<file path="src/rtl/tap_tempo_meter_if.sv">
// Tap tempo meter bus: measurement controls in, tempo results out.
interface tap_tempo_meter_if #(
  parameter int unsigned W = 16
);
  logic         enable;
  logic         tap;
  logic [W-1:0] tempo_rate;
  logic         tempo_valid;
  logic         rate_update;
  logic         timeout;

  // Driver of enable/tap, consumer of the tempo results.
  modport master (
    output enable, tap,
    input  tempo_rate, tempo_valid, rate_update, timeout
  );

  // The meter itself.
  modport slave (
    input  enable, tap,
    output tempo_rate, tempo_valid, rate_update, timeout
  );
endinterface

</file>
<file path="src/rtl/tap_tempo_meter.sv">
// Tap tempo meter: measures spacing of tap rising edges, averages the last
// four intervals and publishes the result as a tempo generator rate.
module tap_tempo_meter #(
  parameter int unsigned TEMPO_RATE_DATA_WIDTH = 16,
  parameter int unsigned MIN_INTERVAL          = 16
) (
  input  logic              clk,
  input  logic              reset,
  tap_tempo_meter_if.slave  bus
);
  localparam int unsigned W        = TEMPO_RATE_DATA_WIDTH;
  localparam int unsigned SW       = W + 2;
  localparam logic [W-1:0] CNT_MAX  = '1;
  localparam logic [W-1:0] QUAL_MIN = W'(MIN_INTERVAL - 1);

  typedef enum logic [1:0] {IDLE, ARMED, TRACKING} state_t;

  state_t         state_q, state_d;
  logic [W-1:0]   cnt_q, cnt_d;
  logic [W-1:0]   hist_q [4];
  logic           tap_d;
  logic           rise_c;
  logic           qual_c, load_all_c, shift_in_c, clr_hist_c, to_c;
  logic [SW-1:0]  sum_c;
  logic           stage1_q, stage2_q;
  logic [W-1:0]   avg_q;
  logic [W-1:0]   tempo_rate_q;
  logic           tempo_valid_q, rate_update_q, timeout_q;

  assign rise_c = bus.tap & ~tap_d;

  // Tap delay for edge detection; runs regardless of enable.
  always_ff @(posedge clk or posedge reset) begin
    if (reset) tap_d <= 1'b0;
    else       tap_d <= bus.tap;
  end

  // State and interval counter registers.
  always_ff @(posedge clk or posedge reset) begin
    if (reset) begin
      state_q <= IDLE;
      cnt_q   <= '0;
    end else begin
      state_q <= state_d;
      cnt_q   <= cnt_d;
    end
  end

  // Next state, counter and history control; qualified tap beats timeout.
  always_comb begin
    state_d    = state_q;
    cnt_d      = cnt_q;
    qual_c     = 1'b0;
    load_all_c = 1'b0;
    shift_in_c = 1'b0;
    clr_hist_c = 1'b0;
    to_c       = 1'b0;
    case (state_q)
      IDLE: begin
        if (bus.enable && rise_c) begin
          cnt_d   = '0;
          state_d = ARMED;
        end
      end
      ARMED, TRACKING: begin
        if (bus.enable) begin
          if (rise_c && (cnt_q >= QUAL_MIN)) begin
            qual_c     = 1'b1;
            load_all_c = (state_q == ARMED);
            shift_in_c = (state_q == TRACKING);
            cnt_d      = '0;
            state_d    = TRACKING;
          end else if (cnt_q == CNT_MAX) begin
            to_c       = 1'b1;
            clr_hist_c = 1'b1;
            cnt_d      = '0;
            state_d    = IDLE;
          end else begin
            cnt_d = cnt_q + W'(1);
          end
        end
      end
      default: state_d = IDLE;
    endcase
  end

  // Interval history, entry 0 newest.
  always_ff @(posedge clk or posedge reset) begin
    if (reset) begin
      for (int i = 0; i < 4; i++) hist_q[i] <= '0;
    end else if (clr_hist_c) begin
      for (int i = 0; i < 4; i++) hist_q[i] <= '0;
    end else if (load_all_c) begin
      for (int i = 0; i < 4; i++) hist_q[i] <= cnt_q;
    end else if (shift_in_c) begin
      hist_q[3] <= hist_q[2];
      hist_q[2] <= hist_q[1];
      hist_q[1] <= hist_q[0];
      hist_q[0] <= cnt_q;
    end
  end

  // Full-width sum of the four samples.
  always_comb begin
    sum_c = SW'(hist_q[0]) + SW'(hist_q[1]) + SW'(hist_q[2]) + SW'(hist_q[3]);
  end

  // Two-stage publish pipeline: average, then output register.
  always_ff @(posedge clk or posedge reset) begin
    if (reset) begin
      stage1_q      <= 1'b0;
      stage2_q      <= 1'b0;
      avg_q         <= '0;
      tempo_rate_q  <= '0;
      tempo_valid_q <= 1'b0;
      rate_update_q <= 1'b0;
      timeout_q     <= 1'b0;
    end else begin
      stage1_q      <= qual_c;
      stage2_q      <= stage1_q;
      avg_q         <= W'(sum_c >> 2);
      rate_update_q <= stage2_q;
      timeout_q     <= to_c;
      if (stage2_q) begin
        tempo_rate_q  <= avg_q;
        tempo_valid_q <= 1'b1;
      end
    end
  end

  assign bus.tempo_rate  = tempo_rate_q;
  assign bus.tempo_valid = tempo_valid_q;
  assign bus.rate_update = rate_update_q;
  assign bus.timeout     = timeout_q;
endmodule

</file>
<file path="src/flat_wrapper.sv">
// flat-port wrapper written by rule: the top's interface ports become plain ports
module tap_tempo_meter_flat 
#(
  parameter int unsigned TEMPO_RATE_DATA_WIDTH = 16,
  parameter int unsigned MIN_INTERVAL          = 16
)
  (clk, reset, bus_enable, bus_tap, bus_tempo_rate, bus_tempo_valid, bus_rate_update, bus_timeout);
  tap_tempo_meter_if #(.W((16))) bus_i ();
  input  logic clk;
  input  logic reset;
  input wire logic [$bits(bus_i.enable)-1:0] bus_enable;
  input wire logic [$bits(bus_i.tap)-1:0] bus_tap;
  output wire logic [$bits(bus_i.tempo_rate)-1:0] bus_tempo_rate;
  output wire logic [$bits(bus_i.tempo_valid)-1:0] bus_tempo_valid;
  output wire logic [$bits(bus_i.rate_update)-1:0] bus_rate_update;
  output wire logic [$bits(bus_i.timeout)-1:0] bus_timeout;
  assign bus_i.enable = bus_enable;
  assign bus_i.tap = bus_tap;
  assign bus_tempo_rate = bus_i.tempo_rate;
  assign bus_tempo_valid = bus_i.tempo_valid;
  assign bus_rate_update = bus_i.rate_update;
  assign bus_timeout = bus_i.timeout;
  tap_tempo_meter #(.TEMPO_RATE_DATA_WIDTH(TEMPO_RATE_DATA_WIDTH), .MIN_INTERVAL(MIN_INTERVAL)) u_core (.clk(clk), .reset(reset), .bus(bus_i));
endmodule
</file>
<file path="config.mk">
export PLATFORM = sky130hd
export DESIGN_NAME = tap_tempo_meter_flat
export DESIGN_NICKNAME = d
export VERILOG_FILES = /design/src/rtl/tap_tempo_meter_if.sv /design/src/rtl/tap_tempo_meter.sv /design/src/flat_wrapper.sv
export SDC_FILE = /design/constraint.sdc
export NUM_CORES = 1
export LEC_CHECK = 0
export ABC_AREA = 1
export BUFFER_PORTS_ARGS = -buffer_cell sky130_fd_sc_hd__clkbuf_2
export CORE_ASPECT_RATIO = 0.7
export CORE_MARGIN = 2
export CORE_UTILIZATION = 55
export CTS_CLUSTER_SIZE = 28
export DETAILED_ROUTE_END_ITERATION = 16
export PLACE_DENSITY_LB_ADDON = 0.05
export SYNTH_ARGS = -nofsm -noshare
export SYNTH_HDL_FRONTEND = slang
export SYNTH_SLANG_ARGS = --single-unit
</file>
<file path="constraint.sdc">
create_clock -name clk -period 4.6 [get_ports clk]
set_input_delay 0 -clock clk [delete_from_list [all_inputs] [get_ports clk]]
set_output_delay 0 -clock clk [all_outputs]
set_load 0.05 [all_outputs]
</file>
==> results of run 1 <==
## cell usage after synthesis, drive strengths merged
cell | number | area (µm²)
nand2 | 350 | 1320
inv | 141 | 529
dfrtp | 120 | 3000
nand3 | 113 | 871
nor2 | 57 | 231
o21bai | 49 | 368
ha | 37 | 463
buf | 33 | 224
a21oi | 28 | 140
fa | 17 | 340
xor2 | 17 | 149
nor3 | 16 | 80.1
o21ai | 15 | 75.1
nand4 | 8 | 50.1
xnor2 | 8 | 70.1
clkbuf | 5 | 18.8
a31oi | 3 | 18.8
a21o | 2 | 15.0
nand3b | 2 | 15.0
o31ai | 2 | 15.0
or2 | 2 | 12.5
a21boi | 1 | 7.51
and2 | 1 | 6.26
nor4 | 1 | 6.26
o211ai | 1 | 7.51
o21a | 1 | 7.51
## placed cells by master, fill, tap and decap left out, types with 2 or more instances in the layout
cell type / synthesis / layout
clkinvlp_4: 0 / 3
o31ai_1: 2 / 2
xnor2_1: 8 / 8
clkinv_2: 0 / 3
ha_1: 37 / 37
xor2_1: 17 / 17
nand2_1: 349 / 349
nor2_4: 2 / 3
clkinv_4: 0 / 3
nand3_1: 52 / 52
buf_4: 8 / 6
o21bai_1: 49 / 49
inv_2: 5 / 4
o21ai_0: 15 / 15
clkbuf_16: 0 / 17
nand3_2: 61 / 61
inv_6: 0 / 2
nor3_1: 16 / 16
a21o_1: 2 / 2
bufinv_16: 0 / 4
a21oi_1: 28 / 28
clkbuf_2: 0 / 22
a31oi_1: 3 / 3
inv_1: 136 / 135
fa_1: 17 / 17
nand3b_1: 2 / 2
nor2_1: 54 / 53
dfrtp_1: 120 / 120
nand4_1: 8 / 8
dlygate4sd3_1: 0 / 3
## sequential cells by signal (all words and copies together), names as in the netlist
name and cells:
u_core.bus.tempo_rate 16, u_core.tap_d 1, u_core.stage2_q 1, u_core.cnt_q 16, u_core.hist_q 64, u_core.bus.rate_update 1, u_core.state_q 2, u_core.bus.tempo_valid 1
u_core.bus.timeout 1, u_core.avg_q 16, u_core.stage1_q 1
## worst max-delay path: cells and delay by family (launching register included)
family | cells | cell delay, ns
flip-flops | 1 | 0.39
AND/OR/NAND/NOR | 11 | 1.00
XOR/XNOR | 1 | 0.15
AO/OA/AOI/OAI | 3 | 0.50
adder cells (fa/ha/maj) | 4 | 1.43
buffers and inverters | 4 | 0.23
## how the worst min path moves through the flow
stage,from,end,slack (ns),cells past startpoint
after floorplan,bus_tap,u_core.tap_d$_DFF_PP0_,0.03,0
after global placement,bus_tap,u_core.tap_d$_DFF_PP0_,0.13,1
after detailed placement,bus_tap,u_core.tap_d$_DFF_PP0_,0.13,1
after CTS,bus_tap,u_core.tap_d$_DFF_PP0_,0.22,2
after global routing,bus_tap,u_core.tap_d$_DFF_PP0_,0.23,2
final,reset,u_core.bus.tempo_rate[0]$_DFFE_PP0P_,0.23,3
## layout make-up
| type | count | area, µm² |
|---|---|---|
| Fill cell | 1255 | 5210 |
| Sequential cell | 120 | 3000 |
| Clock buffer | 18 | 439 |
| Inverter | 141 | 533 |
| Timing Repair Buffer | 32 | 205 |
| Tap cell | 190 | 238 |
| Clock inverter | 14 | 196 |
| Multi-Input combinational cell | 731 | 4280 |
## layer usage
metal	part of all wire [%]	wire length (µm)	global-route usage, %
met1	51	9690	38.5
met2	43	8020	38.7
met3	5.1	952	5.76
met4	1.0	188	6.87
met5	0	0	0
## cells by family (layout without fill, tap and decap cells)
kind of cell,Yosys count,in the layout,share of synthesized area [%]
AOI/OAI and AO/OA,102,102,8.14
xor gates and xnor gates,25,25,2.72
adders and majority gates,54,54,9.99
buffers and inverters,179,205,9.60
DFF,120,120,37.3
and+or+nand+nor,550,550,32.2
## metrics by stage
step | util [%] | hold slack (ns)
after floorplan | - | 0.0314
after global placement | 58.3 | 0.128
after detailed placement | 58.3 | 0.131
after CTS | 63.1 | 0.223
after global routing | 63.1 | 0.234
final | 63.1 | 0.233
## power by group through the flow
stage	clock, mW	sequential, mW	combinational [mW]
floorplan	0	1.14	0.227
global placement	0	1.13	0.334
detailed placement	0	1.14	0.336
CTS	1.47	1.12	0.341
global route	1.52	1.12	0.376
finish	1.45	1.12	0.342
==> metrics.md, run 1 <==
| Metric | Value |
|---|---|
| RR Endpoint | `u_core.avg_q[13]$_DFF_PP0_` |
| Dpl cell area | `about 8200 µm²` |
| PortBufs | `22` |
| Slew Limit Headroom | `21.5%` |
| Final Wtd Congestion | `0.886` |
| Vias per inst | `5.25` |
| HP Class | `input pin to asynchronous set/reset pin` |
| End of the critical path | `u_core.avg_q[13]$_DFF_PP0_` |
| Initial DRT Pass Iterations | `7` |
| Final worst setup slack | `about 0.79 ns` |
| Post_cts resized | `0` |
| Critical Path AT | `between 4 and 5 ns` |
| Critical Path Fanout Max | `5` |
| Fin crit period | `3.81 ns` |
| Critical path launch point type | `register` |
| Core area | `between 10000 and 15000 µm²` |
| Register bit total from synthesis | `120` |
| CTS tree | `done` |
| Syn Area/Cell | `7.81 µm²` |
| Worst skew pair latency | `roughly 0.42 ns` |
| Setup TNS | `0 ns` |
| Combinational share of power | `11.8%` |
| H-tree depth | `4` |
| Sequential share of power | `38.5%` |
| Reg-to-reg setup timing slack | `0.79 ns` |
| DR WL/cell | `15.1 µm` |
| Worst slew pin tran | `~1.2 ns` |
| Tot GR Track Use | `26.1%` |
| Pint | `2.08 mW` |
| Max Buffers Root-to-Sink | `2` |
| Hold buffer count at CTS | `3` |
| Worst path slowest cell | `fa_1` |
| CP Class | `register to register` |
| Ant. Diodes | `0` |
| Top Ports | `23` |
| Num CTS Buffers | `17` |
| First-pass GRT wire length | `32000 µm` |
| NumNets Final | `1101` |
| Slowest stage delay, CP | `0.48 ns` |
| DRT Wirelength | `between 15000 and 20000 µm` |
| Post-Synthesis Cell Area | `around 8000 µm²` |
| Share of cells above drive strength 1 | `between 10% and 20%` |
| Cells after Synth | `just over 1k` |
| Final Setup Violations | `0` |
| Worst-path clk slew | `0.06 ns` |
| Reg2reg start | `u_core.hist_q[48]$_DFFE_PP0P_` |
| WP data required | `4.91 ns` |
| Initial Utilization | `57.0%` |
| Fin crit share | `82.7%` |
| Synth unique cells | `35` |
| CTS Sinks | `120` |
| Post-synthesis sequential area ratio | `a little under two fifths` |
| Pins Over Slew Limit | `0` |
| Area growth, synth to finish | `10.6%` |
| Die footprint | `15600 µm²` |
| Total power | `2.90 mW` |
| CP Launch Point | `u_core.hist_q[48]$_DFFE_PP0P_` |
| DP Wirelength | `12500 µm` |
| Post-CTS Setup Bufs | `0` |
| Via count | `roughly 6.5k` |
| Pwr Density | `between 300 and 400 nW/µm²` |
| Clock tree root buffer cell | `clkbuf_16` |
| Fin cells | `1246` |
| Cell mode on critical path | `nand2_1` |
| Initial drt markers | `515` |
| Post-DRT Antenna Nets | `0` |
| Final Skew | `roughly 0.011 ns` |
| Crit-path cells | `ha_1 > inv_1 > fa_1 > inv_1 > nand3_1 > nand2_1 > nand2_1 > nand2_1 > o21ai_0 > nor2_1 > nor2_1 > xor2_1 > fa_1 > inv_1 > ha_1 > a21oi_1 > nor2_1 > nor2_1 > inv_1 > a21oi_1 > nand2_1 > nand2_1 > nand2_1` |
| P_leak | `between 4 and 5 nW` |
| Sw Pwr | `825 µW` |
| # rows | `36` |
| Initial antenna violation count | `0` |
| Residual DRC | `0` |
| RSZ-0062 raised after global routing | `false` |
| Place WS | `0.816 ns` |
| Die Y | `105 µm` |
| Max-cap violations | `0` |
| Fmax | `263 MHz` |
| Mapped Nets | `~1.1k` |
| Sw Ratio | `~28%` |
| Number of global-route vias before repair | `6409` |
| Synth warnings | `0` |
| Die Width | `149 µm` |
| Largest net degree at the start of global routing | `65` |
| Peak VDD IR | `0.222 mV` |
| Status | `finished clean` |
| Dpl cells | `1211` |
| Clock power share | `49.8%` |
| Critical Path End Type | `register` |
| Final Cell Area | `8890 µm²` |
| Total congestion overflow | `0` |
| Final Hold Viols | `0` |
| Reg2Reg Depth | `23` |
No activity file was read; power rests on OpenSTA's default activity.
==> run 2, diff against run 1 <==
- clock period: 4.6 -> 3.4 ns (I/O delays scaled with it)
==> run 2 against run 1 <==
  * Die area is the same
  * Sequential share of layout area shrank 2.8 points
  * Clock skew is 0.0027 ns lower
  * First-iteration DRC count is 10% lower
  * Worst hold slack improved by 0.0085 ns
  * Via count increased by 3.4%
==> metrics.md, run 2 (same netlist as run 1, synthesis figures left out) <==
| Metric | Value |
|---|---|
| Status | `finished clean` |
| Via count | `6766 (+3.4%)` |
| Final Cell Area | `9680 µm² (+8.9%)` |
| Top Ports | `23 (unchanged)` |
| Place WS | `-0.214 ns (-1.03 ns)` |
| Tot GR Track Use | `26.4% (+0.33 points)` |
| Sw Pwr | `1.11 mW (+35%)` |
| Residual DRC | `0 (unchanged)` |
| Clock tree root buffer cell | `clkbuf_16` |
| Slew Limit Headroom | `46.3% (+25 points)` |
| # rows | `36 (unchanged)` |
| NumNets Final | `1151 (+4.5%)` |
| HP Class | `input pin to register` |
| Initial antenna violation count | `0 (unchanged)` |
| Worst hold slack | `0.241 ns (+0.00846 ns)` |
| Sw Ratio | `28.8% (+0.35 points)` |
| Final Hold Viols | `0 (unchanged)` |
| Pint | `2.76 mW (+33%)` |
| CP Class | `register to register` |
| DR WL/cell | `15.1 µm (-0.42%)` |
| CTS Sinks | `120 (unchanged)` |
| Number of global-route vias before repair | `6609 (+3.1%)` |
| Final Skew | `0.00832 ns (-0.00275 ns)` |
| Reg2reg start | `u_core.hist_q[48]$_DFFE_PP0P_` |
| Filler cells | `1170 (-6.8%)` |
| Total congestion overflow | `0 (unchanged)` |
| RSZ-0062 raised after global routing | `true` |
| Commonest cells after routing, fill and taps aside | `nand2_1 (332), inv_1 (128), dfrtp_1 (120)` |
| Critical Path Fanout Max | `4 (-1)` |
| Fin cells | `1296 (+4.0%)` |
| Num CTS Buffers | `17 (unchanged)` |
| Min-Delay Startpoint | `bus_tap` |
| P_leak | `5.13 nW (+6.0%)` |
| Critical Path End Type | `register` |
| CTS tree | `done` |
| Worst skew pair latency | `0.42 ns (about the same)` |
| DP Wirelength | `12900 µm (+3.3%)` |
| H-tree depth | `4 (unchanged)` |
| Final Wtd Congestion | `0.883 (-0.36%)` |
| Initial Utilization | `57.0% (unchanged)` |
| Largest net degree at the start of global routing | `65 (unchanged)` |
| Die Y | `105 µm (unchanged)` |
| Area growth, synth to finish | `20.4%` |
| Post-DRT Antenna Nets | `0 (unchanged)` |
| Peak VDD IR | `0.314 mV (+42%)` |
| Clock power share | `48.3% (-1.5 points)` |
| Die footprint | `15600 µm² (unchanged)` |
| Worst-path clk slew | `0.06 ns (about the same)` |
| Die Width | `149 µm (unchanged)` |
| Fin crit share | `98.7% (+16 points)` |
| Share of cells above drive strength 1 | `23.7% (+11 points)` |
| Max FFs per register | `64 (unchanged)` |
| Most common cell after layout, fill and taps aside | `nand2_1` |
| Fin crit period | `3.35 ns (-0.451 ns)` |
| Critical path launch point type | `register` |
| Max Buffers Root-to-Sink | `2 (unchanged)` |
| Total power | `3.87 mW (+33%)` |
| Final core utilization | `68.7% (+5.6 points)` |
| WP data required | `3.70 ns (-1.21 ns)` |
| Initial drt markers | `461 (-10%)` |
| Pwr Density | `400 nW/µm² (+22%)` |
| Pins Over Slew Limit | `0 (unchanged)` |
| Final worst setup slack | `0.0458 ns (-0.749 ns)` |
| Ant. Diodes | `0 (unchanged)` |
| Dpl cell area | `8600 µm² (+4.6%)` |
| Max-cap violations | `0 (unchanged)` |
| PortBufs | `22 (unchanged)` |
| Combinational share of power | `12.7% (+0.9 points)` |
| Dpl cells | `1258 (+3.9%)` |
| Vias per inst | `5.22 (-0.55%)` |
| Initial DRT Pass Iterations | `7 (unchanged)` |
| Setup TNS | `0 ns (unchanged)` |
| Sequential share of power | `39.0% (+0.5 points)` |
| Worst slew pin tran | `0.806 ns (-0.371 ns)` |
| CP Launch Point | `u_core.hist_q[48]$_DFFE_PP0P_` |
| Fmax | `298 MHz (+13%)` |
| Final Setup Violations | `0 (unchanged)` |
| Core area | `14100 µm² (unchanged)` |
| First-pass GRT wire length | `32800 µm (+2.7%)` |
| DRT Wirelength | `19500 µm (+3.6%)` |
| Top reg by flops | `u_core.hist_q` |
| Critical Path AT | `3.66 ns (-0.46 ns)` |
## run 2: critical path: stages (launching register included)
cell	delay, ns
dfrtp_1	0.35
ha_2	0.19
inv_2	0.04
fa_2	0.34
inv_2	0.06
nand3_2	0.06
nand2_2	0.09
nand2_2	0.05
nand2_2	0.07
o21ai_2	0.07
buf_4	0.13
xor2_1	0.14
fa_1	0.38
inv_1	0.07
ha_2	0.31
nand2_1	0.09
nand2_1	0.09
a31oi_1	0.15
buf_4	0.15
nor3_1	0.05
nor2_1	0.16
nand2_1	0.08
nand2_1	0.06
nand2_1	0.06
## run 2: cell type report
| cell class | instances | area (µm²) | area share (%) |
|---|---|---|---|
| clock buffers | 18 | 439 | 4.54 |
| clock inverters | 14 | 174 | 1.80 |
| flip-flops and latches | 120 | 3000 | 31.0 |
| repair buffers | 82 | 613 | 6.33 |
| well taps | 190 | 238 | 2.46 |
| multi-input cells | 731 | 4680 | 48.3 |
| inverters | 141 | 536 | 5.53 |
## run 2: path summary, 6_finish.rpt
path | end | slack (ns) | depth (start not counted)
min in group asynchronous | u_core.bus.tempo_valid$_DFFE_PP0P_ | 0.27 | 3
worst max register to register | u_core.avg_q[12]$_DFF_PP0_ | 0.05 | 23
worst min-delay path | u_core.tap_d$_DFF_PP0_ | 0.24 | 2
worst min register to register | u_core.stage2_q$_DFF_PP0_ | 0.35 | 0
max in group asynchronous | u_core.hist_q[43]$_DFFE_PP0P_ | 2.30 | 4
worst max-delay path | u_core.avg_q[12]$_DFF_PP0_ | 0.05 | 23
## run 2: power groups by stage
stage | registers, mW | clock network (mW) | logic, mW
after floorplan | 1.54 | 0 | 0.307
after global placement | 1.53 | 0 | 0.470
after detailed placement | 1.53 | 0 | 0.475
after CTS | 1.51 | 1.90 | 0.482
after global routing | 1.51 | 1.97 | 0.552
final | 1.51 | 1.87 | 0.492
## run 2: per-layer routing
| metal | wire (µm) | vias to the layer above | track usage (%) |
|---|---|---|---|
| met4 | 227 | 0 | 6.60 |
| met5 | 0 | - | 0 |
| met3 | 754 | 21 | 4.67 |
| met1 | 9780 | 3250 | 39.4 |
| met2 | 8770 | 122 | 39.8 |
| li1 | - | 3373 | - |
## run 2: timing repair
item | 4_1_cts | 5_1_grt
gates resized for setup | 18 | 79
setup buffers | 0 | 3
hold buffers | 3 | 0
endpoints found under the hold margin | 64 | 0
pin swaps | 6 | 25
endpoints found under the setup margin | 10 | 11
==> run 3, diff against run 2 <==
- BUFFER_PORTS_ARGS: -buffer_cell sky130_fd_sc_hd__clkbuf_2 -> -buffer_cell sky130_fd_sc_hd__buf_2
- clock period: 3.4 -> 4.2 ns (I/O delays scaled with it)
==> run 3 against run 2 <==
  * Routed wire length decreased by 6.5%
  * First-iteration DRC count increased by 9.8%
  * Combinational power decreased by 26%
  * Core utilization decreased by 5.6 points
  * Power decreased by 19%
  * Die area unchanged
  * Critical endpoint is now u_core.avg_q[13]$_DFF_PP0_
  * Largest power group unchanged
==> metrics.md, run 3 (same netlist as run 1, synthesis figures left out) <==
| Metric | Value |
|---|---|
| Status | `finished clean` |
| Die Y | `105 µm (unchanged)` |
| Worst-path clk slew | `0.06 ns (about the same)` |
| Sw Ratio | `29.2% (+0.48 points)` |
| Fin crit share | `89.7% (-8.9 points)` |
| Pins Over Slew Limit | `0 (unchanged)` |
| Dpl cells | `1213 (-3.6%)` |
| Final worst setup slack | `0.432 ns (+0.387 ns)` |
| Pwr Density | `351 nW/µm² (-12%)` |
| CTS tree | `done` |
| Max-cap violations | `0 (unchanged)` |
| P_leak | `4.85 nW (-5.4%)` |
| CP Buf/Inv Count | `5 (unchanged)` |
| Commonest cells after routing, fill and taps aside | `nand2_1 (349), inv_1 (135), dfrtp_1 (120)` |
| Most common cell after layout, fill and taps aside | `nand2_1` |
| CTS Sinks | `120 (unchanged)` |
| Sw Pwr | `912 µW (-18%)` |
| Setup TNS | `0 ns (unchanged)` |
| Initial Utilization | `57.0% (unchanged)` |
| Delay-heaviest family, CP | `adder cells` |
| Cell mode on critical path | `nand2_1` |
| Final Wtd Congestion | `0.870 (-1.5%)` |
| Area growth, synth to finish | `10.6%` |
| Initial DRT Pass Iterations | `5 (-2)` |
| RSZ-0062 raised after global routing | `false` |
| Reg2reg start | `u_core.hist_q[32]$_DFFE_PP0P_` |
| Die footprint | `15600 µm² (unchanged)` |
| Num CTS Buffers | `17 (unchanged)` |
| H-tree depth | `4 (unchanged)` |
| Initial drt markers | `506 (+9.8%)` |
| Vias per inst | `5.25 (+0.59%)` |
| Worst path slowest cell | `fa_1` |
| Initial antenna violation count | `0 (unchanged)` |
| Die Width | `149 µm (unchanged)` |
| Combinational share of power | `11.7% (-1.0 points)` |
| Max FFs per register | `64 (unchanged)` |
| Residual DRC | `0 (unchanged)` |
| Share of cells above drive strength 1 | `13.0% (-11 points)` |
| Worst slew pin tran | `0.877 ns (+0.0706 ns)` |
| Fin crit period | `3.77 ns (+0.413 ns)` |
| DP Wirelength | `12700 µm (-1.5%)` |
| Top Ports | `23 (unchanged)` |
| Largest net degree at the start of global routing | `65 (unchanged)` |
| Peak VDD IR | `0.357 mV (+14%)` |
| Tot GR Track Use | `25.8% (-0.57 points)` |
| Slew Limit Headroom | `41.5% (-4.8 points)` |
| Critical Path AT | `4.09 ns (+0.43 ns)` |
| Place WS | `0.443 ns (+0.656 ns)` |
| Ant. Diodes | `0 (unchanged)` |
| Number of global-route vias before repair | `6374 (-3.6%)` |
| CP Class | `register to register` |
| Fmax | `265 MHz (-11%)` |
| Top reg by flops | `u_core.hist_q` |
| Critical path launch point type | `register` |
| Worst hold slack | `0.175 ns (-0.0660 ns)` |
| Worst skew pair latency | `0.43 ns (about the same)` |
| DRT Wirelength | `18300 µm (-6.5%)` |
| NumNets Final | `1103 (-4.2%)` |
| Post-CTS Setup Bufs | `0 (unchanged)` |
| Final Hold Viols | `0 (unchanged)` |
| Critical Path End Type | `register` |
| RR Endpoint | `u_core.avg_q[13]$_DFF_PP0_` |
| Post-DRT Antenna Nets | `0 (unchanged)` |
| PortBufs | `22 (unchanged)` |
| HP Class | `input pin to asynchronous set/reset pin` |
| # rows | `36 (unchanged)` |
| Pint | `2.21 mW (-20%)` |
| WP data required | `4.52 ns (+0.82 ns)` |
| Sequential share of power | `39.2% (+0.2 points)` |
| WP depth | `24 (+4.3%)` |
| Reg-to-reg setup timing slack | `0.43 ns (+0.39 ns)` |
| Reg2Reg Depth | `24 (+4.3%)` |
| Clock tree root buffer cell | `clkbuf_16` |
| Max Buffers Root-to-Sink | `2 (unchanged)` |
| Clock power share | `49.1% (+0.8 points)` |
| Slowest stage delay, CP | `0.47 ns (+0.09 ns)` |
| Fin cells | `1248 (-3.7%)` |
| Critical Path Fanout Max | `5 (+1)` |
| First-pass GRT wire length | `31700 µm (-3.4%)` |
| Core area | `14100 µm² (unchanged)` |
| DR WL/cell | `14.6 µm (-2.9%)` |
| Crit-path cells | `ha_1 > inv_1 > fa_1 > inv_1 > nand3_1 > nand2_1 > nand2_1 > nand2_1 > o21ai_0 > nor2_1 > nand2_1 > nand3b_1 > nand2_1 > fa_1 > inv_1 > ha_1 > inv_1 > o21ai_0 > nor2_1 > inv_1 > a21oi_1 > nand2_1 > nand2_1 > nand2_1` |
| Final Skew | `0.0101 ns (+0.00173 ns)` |
| Via count | `6554 (-3.1%)` |
| Total congestion overflow | `0 (unchanged)` |
| Final Setup Violations | `0 (unchanged)` |
==> run 3: changes by cell type in the layout (fill, tap and decap cells not counted), moves of 7 or more <==
cell and change:
a21oi_1 +10, a21oi_2 -8, buf_2 +22, buf_4 -44
clkbuf_2 -22, ha_1 +16, ha_2 -7, ha_4 -9
inv_1 +7, nand2_1 +17, nand2_2 -15, nor2_1 +8
nor2_2 -7
==> run 3: worst max path at each step <==
stage                                 end                     startpoint
3_5_place_dp   u_core.avg_q[13]$_DFF_PP0_  u_core.hist_q[32]$_DFFE_PP0P_
3_3_place_gp   u_core.avg_q[13]$_DFF_PP0_  u_core.hist_q[32]$_DFFE_PP0P_
5_1_grt        u_core.avg_q[13]$_DFF_PP0_  u_core.hist_q[32]$_DFFE_PP0P_
6_report       u_core.avg_q[13]$_DFF_PP0_  u_core.hist_q[32]$_DFFE_PP0P_
4_1_cts        u_core.avg_q[13]$_DFF_PP0_  u_core.hist_q[32]$_DFFE_PP0P_
2_1_floorplan  u_core.avg_q[13]$_DFF_PP0_  u_core.hist_q[32]$_DFFE_PP0P_
==> run 3: repair_timing <==
item                       in CTS  in global routing
hold endpoints to repair       43                  0
setup endpoints to repair       0                  1
resized for setup               0                  1
hold buffers                    3                  0
==> run 3: power by group through the flow <==
stage	Sequential [mW]	Clock [mW]	Combinational, mW
finish	1.22	1.53	0.365
global route	1.23	1.62	0.412
CTS	1.22	1.56	0.363
detailed placement	1.24	0	0.362
global placement	1.24	0	0.360
floorplan	1.25	0	0.249
==> run 3: metrics by stage <==
| stage | power (mW) | instance area, µm² | util, % |
|---|---|---|---|
| global placement | 1.60 | 8240 | 58.4 |
| floorplan | 1.50 | 8040 | - |
| detailed placement | 1.61 | 8240 | 58.4 |
| CTS | 3.15 | 8890 | 63.0 |
| finish | 3.12 | 8890 | 63.1 |
| global route | 3.26 | 8890 | 63.1 |
==> run 3: final cells by class <==
class                   instances  area (µm²)
fillers                      1251        5210
multi-input cells             731        4280
flip-flops and latches        120        3000
inverters                     141         533
clock buffers                  17         425
well taps                     190         238
repair buffers                 34         220
clock inverters                15         191
==> run 3: tightest hold or removal path: cells and delay by family <==
family,cells,cell delay (ns)
buf+inv,3,1.06
==> run 3: metal layers <==
layer | track usage (%) | share of wire [%] | up-vias
li1 | - | - | 3278
met1 | 37.7 | 52 | 3104
met2 | 38.7 | 43 | 148
met3 | 5.24 | 4.5 | 24
met4 | 7.82 | 1.5 | 0
met5 | 0 | 0 | -
